File: src/rtl/galaksija_tape_player.sv
// Galaksija cassette playback engine: streams tape buffer bytes as the
// pulse-coded bit level the ROM samples at $2000.
module galaksija_tape_player #(
  parameter int ADDR_W    = 14,
  parameter int CNT_W     = 16,
  parameter int STEP_CYC  = 1152,
  parameter int GAP_CYC   = 13002,
  parameter bit LSB_FIRST = 1'b1
) (
  input  logic              clk,
  input  logic              reset,
  input  logic              ce,
  input  logic              start,
  input  logic              stop,
  input  logic              pause,
  input  logic [ADDR_W-1:0] start_addr,
  input  logic [ADDR_W-1:0] end_addr,
  output logic [ADDR_W-1:0] buf_addr,
  input  logic [7:0]        buf_data,
  output logic              tape_out,
  output logic              busy,
  output logic              done
);

  typedef enum logic [1:0] {
    IDLE,
    FETCH,
    LOAD,
    PLAY
  } state_t;

  localparam logic [CNT_W-1:0] STEP_LAST = CNT_W'(STEP_CYC - 1);
  localparam logic [CNT_W-1:0] GAP_LAST  = CNT_W'(GAP_CYC - 1);

  state_t            state;
  logic [ADDR_W-1:0] end_q;
  logic [7:0]        data_q;
  logic [2:0]        bit_idx;
  logic [2:0]        phase;
  logic [CNT_W-1:0]  dly;

  logic       last_bit;
  logic       last_phase;
  logic       phase_end;
  logic       cur_bit;
  logic       run;
  logic [2:0] phase_nxt;

  assign last_bit   = bit_idx == 3'd7;
  assign last_phase = phase == 3'd7;
  // The final phase of a byte is the long inter-byte gap.
  assign phase_end  = dly == ((last_bit && last_phase) ? GAP_LAST : STEP_LAST);
  assign cur_bit    = LSB_FIRST ? data_q[bit_idx] : data_q[3'd7 - bit_idx];
  assign run        = ce && !pause;
  assign phase_nxt  = phase + 3'd1;

  always_ff @(posedge clk or posedge reset) begin
    if (reset) begin
      state    <= IDLE;
      buf_addr <= '0;
      end_q    <= '0;
      data_q   <= '0;
      bit_idx  <= '0;
      phase    <= '0;
      dly      <= '0;
      tape_out <= 1'b1;
      busy     <= 1'b0;
      done     <= 1'b0;
    end else begin
      done <= 1'b0;
      if (stop) begin
        state    <= IDLE;
        busy     <= 1'b0;
        tape_out <= 1'b1;
      end else begin
        unique case (state)
          IDLE: begin
            if (start) begin
              if (start_addr > end_addr) begin
                done <= 1'b1;
              end else begin
                end_q    <= end_addr;
                buf_addr <= start_addr;
                busy     <= 1'b1;
                state    <= FETCH;
              end
            end
          end
          FETCH: state <= LOAD;
          LOAD: begin
            data_q   <= buf_data;
            bit_idx  <= '0;
            phase    <= '0;
            dly      <= '0;
            tape_out <= 1'b0;
            state    <= PLAY;
          end
          PLAY: begin
            if (run) begin
              if (!phase_end) begin
                dly <= dly + 1'b1;
              end else begin
                dly <= '0;
                if (!last_phase) begin
                  phase    <= phase_nxt;
                  tape_out <= (phase_nxt == 3'd4) ? ~cur_bit : 1'b1;
                end else if (!last_bit) begin
                  phase    <= '0;
                  bit_idx  <= bit_idx + 3'd1;
                  tape_out <= 1'b0;
                end else begin
                  phase    <= '0;
                  bit_idx  <= '0;
                  tape_out <= 1'b1;
                  // Compare before increment so the top address never wraps.
                  if (buf_addr == end_q) begin
                    busy  <= 1'b0;
                    done  <= 1'b1;
                    state <= IDLE;
                  end else begin
                    buf_addr <= buf_addr + 1'b1;
                    state    <= FETCH;
                  end
                end
              end
            end
          end
          default: state <= IDLE;
        endcase
      end
    end
  end

endmodule
File: config.mk
export PLATFORM = sky130hd
export DESIGN_NAME = galaksija_tape_player
export DESIGN_NICKNAME = d
export VERILOG_FILES = /design/src/rtl/galaksija_tape_player.sv
export SDC_FILE = /design/constraint.sdc
export NUM_CORES = 1
export LEC_CHECK = 0
export CAP_MARGIN = 20
export CORE_MARGIN = 4
export CORE_UTILIZATION = 30
export DETAILED_ROUTE_END_ITERATION = 10
export GPL_TIMING_DRIVEN = 0
export PLACE_DENSITY = 0.45
export RECOVER_POWER = 100
export SLEW_MARGIN = 10
export SYNTH_ARGS = -nofsm -noshare
export SYNTH_HDL_FRONTEND = slang
export SYNTH_SLANG_ARGS = --single-unit
File: constraint.sdc
create_clock -name clk -period 5.6 [get_ports clk]
set_input_delay 1.12 -clock clk [delete_from_list [all_inputs] [get_ports clk]]
set_output_delay 1.12 -clock clk [all_outputs]
set_load 0.02 [all_outputs]
==> reports/results.ini <==
[synth]
area_share_of_the_leading_cell_type_in_the_synthesized_netlist_pct=39.42
synth_flop_cell=dfrtp_1
mapped_area_um2=3936
async_flop_share_pct=100.0
synth.net_count=464
synth_most_common_cell=dfrtp_1
synthesis.area_per_instance_um2=9.915
synthTopCellsByCount=dfrtp_1 (62), nand2_1 (33), inv_1 (26)
number_of_flops_mapped_to_enable_cells_by_yosys=0
synth.distinct_cells=66
ys_ff_latch=63
post-synth-top-area-cell=dfrtp_1
synthesis.yosys.warnings=0
synth.yosys.seq_area_share_pct=40.08
synthesized_netlist_cell_count=397
synth_area_leaders=dfrtp_1 (39%), ha_1 (7.9%), mux2_2 (6.3%)

[timing]
timing.final.max_slew_violations=43
finalSetupTns_ps=0
clock.fmax_mhz=224.6
layout_setup_ws_ps=1148
period_utilization_post_route_pct=79.49
max_slew_margin_pct=-60.63
setup_viol=0
layout_min_cycle_time_ps=4452
final-hold-violation-count=0
timing.clock.skew_ps=7.732
rsz0062_at_grt=no
worst-slew-pin-transition_ps=2409

[die]
start_util_pct=30.94
die-width_um=122.5
design.die.area_um2=15020
ioPinCount=59
num_rows=41
fp.coreArea_um2=12720
die-height_um=122.5

[power]
cellLeakagePower_nw=2.026
fin_total_pwr_mw=2.245
vdd_drop_max_mv=0.1995
power-per-cell-area_nw_per_um2=447.4

[cts]
number_of_buffers_added_by_the_clock_tree_synthesis_step=9
clock_tree.htree_level_count=3
clock_sinks=63
postCtsSetupBuffers=0
cts.hold.buffers_added=0
clk_pin_slew_worst_paths_ps=60
clock_tree_from_tritoncts=yes
cts-root-buf=clkbuf_16
cts_resized=0
clock_latency_ps=350
cts.path.max_buffers=2

[min_path]
hold_class=reg -> reg
whs_path_depth=2

[run_status]
violations=capacitance limit, slew limit
outcome=complete, but fails checks

[grt]
globalRoute.totalOverflow=0
grt_max_degree=43
grt_pass1_wl_um=18200
grt_antenna_before_repair=0
grt_use_total_pct=16.03
number_of_global_route_vias_before_repair=3300

[final_layout]
areaGrowthSynthToFinish_pct=27.46
final_layout_size_suffix_gt1_share_pct=11.65
fin_util_pct=39.44
antenna-diode-count=0
fillCellCount=1323
nNetsFinal=534

[job]
max_cap_violations=1

[critical_path]
worst-setup-path-type=in -> reg
arrival_ps=4680
regToRegSetupSlack_ps=2250
worst-r2r-cell-count=8
setup.worst_path.end_class=flip-flop
cp_max_fo=10
crit_required_ps=5830
timing.critical_path.from_type=input pin

[route]
detail_route.drc_violations=0
post_drt_via_cell_ratio=5.126
detailroute.via_count=3301
wl_per_cell_um=17.40
postRouteWirelength_um=11200
dr.pass1.iters=4
detail_route.iter0.violations=244
route.antenna.remaining_nets=0

[placement]
place_worst_setup_slack_ps=1264
place.detailed.hpwl_um=8333
gpl.final_weighted_congestion=0.8207
port_buffers=58

==> cell type report <==
type / count / area [µm²] / share of cell area, %
plain buffers: 18 / 87.58 / 1.746
clock buffers: 9 / 225.2 / 4.489
clock inverters: 7 / 96.34 / 1.920
inverters: 27 / 102.6 / 2.045
multi-input cells: 289 / 2128 / 42.42
flip-flops and latches: 63 / 1578 / 31.45
well taps: 172 / 215.2 / 4.289
repair buffers: 59 / 584.3 / 11.65
==> cells by family (layout without fill, tap and decap cells) <==
| family | count (synthesis) | count (layout) | synth area share (%) |
|---|---|---|---|
| DFF | 63 | 63 | 40.08 |
| buffers and inverters | 45 | 120 | 5.054 |
| xor gates and xnor gates | 26 | 26 | 5.785 |
| and+or+nand+nor | 121 | 121 | 15.96 |
| muxes | 28 | 28 | 8.455 |
| adders and majority gates | 25 | 25 | 7.947 |
| AOI/OAI and AO/OA | 89 | 89 | 16.72 |
==> power breakdown <==
group          internal (mW)  switching (mW)  leakage [nW]
Clock                  0.390           0.227         0.148
Combinational          0.384           0.469          1.09
Sequential             0.618           0.156         0.788
==> registers in the layout (all words and copies together) (netlist names) <==
signal,flops
dly,16
buf_addr,14
end_q,14
data_q,8
bit_idx,3
phase,3
state,2
busy,1
done,1
tape_out,1
==> through the flow <==
step | std cells | area (µm²) | hold slack, ps
final | 644 | 5017 | 483.4
after global placement | 627 | 4732 | 455.9
after CTS | 644 | 5084 | 479.5
after floorplan | 397 | 3936 | 442.5
after detailed placement | 628 | 4762 | 466.4
after global routing | 644 | 5017 | 522.3
==> placed cells by master (no fill, tap or decap), drive strengths merged, types with 3 or more instances in the layout <==
cell type and count:
dfrtp 62, clkdlybuf4s50 36, nand2 33, inv 26
ha 25, clkbuf 23, mux2 22, dlygate4sd3 22
a21oi 21, nor2 18, nand3 17, xor2 17
nand4 16, o21ai 16, a41oi 13, xnor2 9
o22ai 7, nor3 6, buf 5, and2 4
nor4 4, mux2i 4, a211oi 4, clkinvlp 4
nand2b 3, nor2b 3, o31ai 3, and3 3
or3 3
==> final timing paths <==
kind | from | end
setup / recovery | end_addr[9] | end_q[9]$_DFFE_PP0P_
hold reg to reg | phase[1]$_DFFE_PP0P_ | phase[1]$_DFFE_PP0P_
max in group asynchronous | reset | buf_addr[13]$_DFFE_PP0P_
min in group asynchronous | reset | data_q[0]$_DFFE_PP0P_
hold / removal | phase[1]$_DFFE_PP0P_ | phase[1]$_DFFE_PP0P_
setup reg to reg | phase[0]$_DFFE_PP0P_ | dly[7]$_DFFE_PP0P_
==> critical path: stages <==
cell	delay, ps
dlygate4sd3_1	560
inv_1	50
ha_1	300
a21oi_1	130
o21ai_0	160
a221oi_1	440
a21oi_1	160
nor3_1	700
clkbuf_1	630
mux2_2	410
==> layer usage <==
| layer | track usage (%) | vias up | routed length, µm |
|---|---|---|---|
| li1 | - | 1614 | - |
| met3 | 2.949 | 17 | 408 |
| met1 | 23.18 | 1603 | 5604 |
| met2 | 22.67 | 67 | 4907 |
| met5 | 0 | - | 0 |
| met4 | 8.258 | 0 | 284 |
Power figures use the tool's default switching activity.
